==> config.mk <==
export PLATFORM = sky130hd
export DESIGN_NAME = step_pulse_gen
export DESIGN_NICKNAME = d
export VERILOG_FILES = /design/src/rtl/step_pulse_gen.sv
export SDC_FILE = /design/constraint.sdc
export NUM_CORES = 1
export LEC_CHECK = 0
export ABC_CLOCK_PERIOD_IN_PS = 9500
export CAP_MARGIN = 25
export CORE_AREA = 5 5 158 160
export CTS_CLUSTER_SIZE = 10
export DETAILED_ROUTE_END_ITERATION = 12
export DIE_AREA = 0 0 163 165
export DONT_BUFFER_PORTS = 1
export PLACE_DENSITY = 0.66
export SLEW_MARGIN = 20
export SYNTH_ARGS = -nofsm -noshare
export SYNTH_HDL_FRONTEND = slang
export SYNTH_SLANG_ARGS = --single-unit
==> constraint.sdc <==
create_clock -name clk -period 9.5 [get_ports clk]
set_clock_uncertainty 0.2 [all_clocks]
set_input_delay 1.9 -clock clk [delete_from_list [all_inputs] [get_ports clk]]
set_output_delay 1.9 -clock clk [all_outputs]
set_load 0.05 [all_outputs]
==> src/rtl/step_pulse_gen.sv <==
// step_pulse_gen: one axis of STEP/DIR pulse generation.
// Speed (signed, FRAC_BITS fraction) is integrated into a 64-bit accumulator on
// each step_tick. The FSM then emits pulses until the emitted step count
// ('position') matches the accumulator's integer part. Dir-setup, step-high and
// step-low times are enforced by a single down-counter.
// Optional build macro STEP_PULSE_GEN_ENDSTOP_EN adds an endstop that blocks
// pulses in one direction.
module step_pulse_gen #(
    parameter int FRAC_BITS  = 32,
    parameter int STEP_WIDTH = 8,
    parameter int STEP_LOW   = 8,
    parameter int DIR_SETUP  = 16,
    parameter int MAX_LAG    = 4
) (
    input  logic        clk,
    input  logic        rst_n,
    input  logic        enable,
    input  logic        step_tick,
    input  logic [63:0] speed,
    input  logic        pos_load,
    input  logic [31:0] pos_in,
    input  logic        err_clr,
`ifdef STEP_PULSE_GEN_ENDSTOP_EN
    input  logic        endstop_n,
    input  logic        endstop_dir,
    output logic        endstop_hit,
`endif
    output logic        step,
    output logic        dir,
    output logic [31:0] position,
    output logic        busy,
    output logic        lag_err
);

    localparam int CMAX_A = (STEP_WIDTH > STEP_LOW) ? STEP_WIDTH : STEP_LOW;
    localparam int CMAX   = (DIR_SETUP > CMAX_A) ? DIR_SETUP : CMAX_A;
    localparam int CW     = (CMAX > 1) ? $clog2(CMAX) : 1;

    typedef enum logic [1:0] {
        S_IDLE,
        S_DIR_SETUP,
        S_STEP_HI,
        S_STEP_LO
    } state_t;

    state_t          state, state_d;
    logic [CW-1:0]   cnt, cnt_d;
    logic            step_d, dir_d;
    logic [31:0]     pos_d;
    logic [63:0]     acc;
    logic [63:0]     pos_sx;
    logic [63:0]     load_acc;
    logic [31:0]     target;
    logic signed [31:0] diff;
    logic            want;
    logic            lag_now;
    logic            blocked;

    assign target   = acc[FRAC_BITS+31 -: 32];
    assign diff     = target - position;
    assign want     = (diff > 0);
    assign lag_now  = (diff > MAX_LAG) || (diff < -MAX_LAG);
    // Loaded position lands in the integer field; the sign fills bits above it.
    assign pos_sx   = {{32{pos_in[31]}}, pos_in};
    assign load_acc = pos_sx << FRAC_BITS;
    assign busy     = (state != S_IDLE);

`ifdef STEP_PULSE_GEN_ENDSTOP_EN
    assign blocked = !endstop_n && (want == endstop_dir);
`else
    assign blocked = 1'b0;
`endif

    // Accumulator: load wins over integration; wraps mod 2^64.
    always_ff @(posedge clk or negedge rst_n) begin
        if (!rst_n)
            acc <= '0;
        else if (pos_load)
            acc <= load_acc;
        else if (step_tick && enable)
            acc <= acc + speed;
    end

    // Sticky lag error; a fresh lag beats a simultaneous clear.
    always_ff @(posedge clk or negedge rst_n) begin
        if (!rst_n)
            lag_err <= 1'b0;
        else if (lag_now)
            lag_err <= 1'b1;
        else if (err_clr)
            lag_err <= 1'b0;
    end

`ifdef STEP_PULSE_GEN_ENDSTOP_EN
    // Sticky endstop flag, raised whenever the idle FSM refuses a blocked pulse.
    always_ff @(posedge clk or negedge rst_n) begin
        if (!rst_n)
            endstop_hit <= 1'b0;
        else if (!pos_load && state == S_IDLE && enable && diff != 0 && blocked)
            endstop_hit <= 1'b1;
        else if (err_clr)
            endstop_hit <= 1'b0;
    end
`endif

    // FSM and pulse output registers.
    always_ff @(posedge clk or negedge rst_n) begin
        if (!rst_n) begin
            state    <= S_IDLE;
            cnt      <= '0;
            step     <= 1'b0;
            dir      <= 1'b0;
            position <= '0;
        end else begin
            state    <= state_d;
            cnt      <= cnt_d;
            step     <= step_d;
            dir      <= dir_d;
            position <= pos_d;
        end
    end

    // Next state: direction is chosen only in idle, so a running pulse always completes.
    always_comb begin
        state_d = state;
        cnt_d   = cnt;
        step_d  = step;
        dir_d   = dir;
        pos_d   = position;
        if (pos_load) begin
            state_d = S_IDLE;
            cnt_d   = '0;
            step_d  = 1'b0;
            pos_d   = pos_in;
        end else begin
            case (state)
                S_IDLE: begin
                    if (enable && diff != 0 && !blocked) begin
                        if (want != dir) begin
                            dir_d   = want;
                            cnt_d   = CW'(DIR_SETUP - 1);
                            state_d = S_DIR_SETUP;
                        end else begin
                            step_d  = 1'b1;
                            cnt_d   = CW'(STEP_WIDTH - 1);
                            state_d = S_STEP_HI;
                        end
                    end
                end
                S_DIR_SETUP: begin
                    if (cnt == '0) begin
                        step_d  = 1'b1;
                        cnt_d   = CW'(STEP_WIDTH - 1);
                        state_d = S_STEP_HI;
                    end else begin
                        cnt_d = cnt - 1'b1;
                    end
                end
                S_STEP_HI: begin
                    if (cnt == '0) begin
                        step_d  = 1'b0;
                        pos_d   = dir ? position + 32'd1 : position - 32'd1;
                        cnt_d   = CW'(STEP_LOW - 1);
                        state_d = S_STEP_LO;
                    end else begin
                        cnt_d = cnt - 1'b1;
                    end
                end
                S_STEP_LO: begin
                    if (cnt == '0)
                        state_d = S_IDLE;
                    else
                        cnt_d = cnt - 1'b1;
                end
                default: state_d = S_IDLE;
            endcase
        end
    end

endmodule

==> out/results.tsv <==
metric	value	unit
routedWlPerCell	19.3	um
layout-drive-gt1-share	3.68	%
synth_top_cell_by_area	dfrtp_1	
setup.worst_path.start_class	input port	
grt_max_degree	106	
crit_required	9.56	ns
avgSynthCellArea	7.68	um2
num_rows	56	
crit_start	speed[0]	
fin_area	0.0123	mm2
drc	0	
io_pins	138	
ant_nets	0	
crit_path_end_kind	register	
worst_r2r_startpoint	position[0]	
synth.most_common_cell	a21oi_1	
synthCells	1532	
die_x	163	um
synthDistinctLibCells	85	
synth_area_leaders	dfrtp_1 22%, ha_1 14%, a21oi_1 8.7%	
ys.warnings.count	0	
path_class	in2reg	
cap_viol_max_count	0	
fin_crit_sh	54.8	%
run_status	completed	
cts-root-buf	clkbuf_16	
final_nets	1725	
core	0.0233	mm2
die_y	165	um
async_flop_share	100	%
cts_hold_buf	0	
clk_pin_slew_worst_paths	0.08	ns
grt_pass1_wl	56000	um
comb_power_share	62.6	%
h-tree-depth	3	
drt_wl_total	35100	um
setup_viol	0	
power_leakage	5.40	nW
cp.arrival	5.27	ns
synthTopCellsByCount	205 x a21oi_1, 169 x nand2_1, 130 x ha_1	
p_clk_share	13.4	%
vias	11300	
switching_power	0.00146	W
peakVddDrop	0.105	mV
io_buffer_count	0	
post-cts-setup-buffer-count	0	
grt_antenna_before_repair	2	
clkLatencyLatePin	0.36	ns
max_freq	0.192	GHz
dr.pass1.iters	5	
synth_ff_type	dfrtp_1	
worst_slew_pin_slew	0.739	ns
cts_tree	yes	
synth_top_area_share	22.3	%
synth_area	0.0118	mm2
cp_max_fo	5	
sequentialPowerShare	24.0	%
via_per_inst	6.23	
fin_crit	5.21	ns
seq_area_frac_synth	22.3	%
final_max_slew_viol_count	0	
tns	0	ns
relSlewSlack	50.4	%
p_total	0.00289	W
gp_congestion	0.950	
hold_viol_final	0	
synth_edf_count	0	
clockBufferDepth	2	
hpwl	27100	um
switching_share	50.3	%
power.internal	0.00144	W
drt_iter0_drc	827	
power.density	236	mW/mm2
worstHoldPathType	reg2reg	
grt_usage	25.7	%
numCtsBuffers	9	
ys_ff_latch	105	
synth_nets	1767	
overflow	0	
area_growth	4.30	%
rsz0062_at_grt	false	
placed_area	0.0120	mm2
die_area	0.0269	mm2
cp_cell_sequence	ha_1 > fa_1 > a211oi_1 > o21ai_0 > o211ai_1 > a21oi_1 > or3_1 > o22a_1 > a21boi_1 > o211ai_1 > a21boi_1 > o31ai_1 > xnor2_1 > a211oi_1	
grt_pass1_vias	10600	
cpPeakStageDelay	0.44	ns
hp-start	acc[24]	
postCtsResizedCells	0	
initial_core_util	50.6	%
cp_slowest_cell	fa_1	
numClockSinks	105	
-- worst max-delay path, delay by kind of cell --
family	cells	cell delay, ns
fa+ha+maj	2	0.66
simple gates	1	0.37
compound gates	10	2.20
xor+xnor	1	0.14
-- stage by stage --
step           std cells  setup slack [ns]  util [%]  hold slack (ns)
2_1_floorplan       1532              4.47         -            0.279
3_3_place_gp        1796              4.05      51.4            0.306
3_5_place_dp        1797              3.93      51.4            0.315
4_1_cts             1813              4.30      52.7            0.326
5_1_grt             1815              4.00      52.7            0.345
6_report            1816              4.29      52.8            0.328
-- power groups by stage --
| stage | Combinational [W] | Clock (W) | Sequential, W |
|---|---|---|---|
| after CTS | 0.00178 | 0.000397 | 0.000694 |
| after detailed placement | 0.00177 | 0 | 0.000704 |
| final | 0.00181 | 0.000387 | 0.000695 |
| after global placement | 0.00175 | 0 | 0.000702 |
| after floorplan | 0.00146 | 0 | 0.000669 |
| after global routing | 0.00201 | 0.000414 | 0.000705 |
-- cells in the final DEF, fill, tap and decap left out, types with 27 or more instances in the layout --
master / Yosys / layout
a21oi_1: 205 / 205
nand2_1: 169 / 168
ha_1: 130 / 130
nor2_1: 120 / 120
dfrtp_1: 105 / 105
o21ai_0: 94 / 94
xnor2_1: 65 / 65
inv_1: 60 / 60
a21o_1: 59 / 59
xor2_1: 48 / 48
nand3_1: 37 / 37
nor3_1: 36 / 36
a211oi_1: 27 / 27
-- state kept, by name, summed over array words and instances (netlist names) --
register,flops
step,1
dir,1
state,2
cnt,4
position,32
acc,64
lag_err,1
-- cell families after synthesis --
kind of cell	count (synthesis)	share of synthesized area, %
DFF	105	22.3
xor gates and xnor gates	113	8.41
buffers and inverters	122	4.09
AOI/OAI and AO/OA	566	30.7
and+or+nand+nor	486	19.5
adders and majority gates	133	14.3
muxes	7	0.627
-- worst paths after layout --
check | endpoint | slack [ns] | cells past startpoint
min reg2reg | acc[24] | 0.33 | 2
min | acc[24] | 0.33 | 2
max in group asynchronous | acc[5] | 7.80 | 0
max reg2reg | cnt[0] | 4.29 | 13
max | acc[56] | 4.29 | 14
min in group asynchronous | position[8] | 1.03 | 0
-- layer usage --
| metal | global-route usage [%] | up-vias | share of wire [%] |
|---|---|---|---|
| li1 | - | 5581 | - |
| met5 | 0 | - | 0.057 |
| met2 | 42.8 | 357 | 47 |
| met1 | 34.3 | 5331 | 44 |
| met4 | 6.33 | 2 | 2.2 |
| met3 | 5.44 | 46 | 7.3 |
-- final cells by class --
type / count / area (um2)
Fill cell: 2276 / 11000
Multi-Input combinational cell: 1305 / 8660
Antenna cell: 2 / 5.00
Clock buffer: 10 / 229
Tap cell: 319 / 399
Inverter: 62 / 233
Clock inverter: 6 / 57.6
Sequential cell: 105 / 2630
Timing Repair Buffer: 7 / 60.1
(Power assumes the default switching activity.)
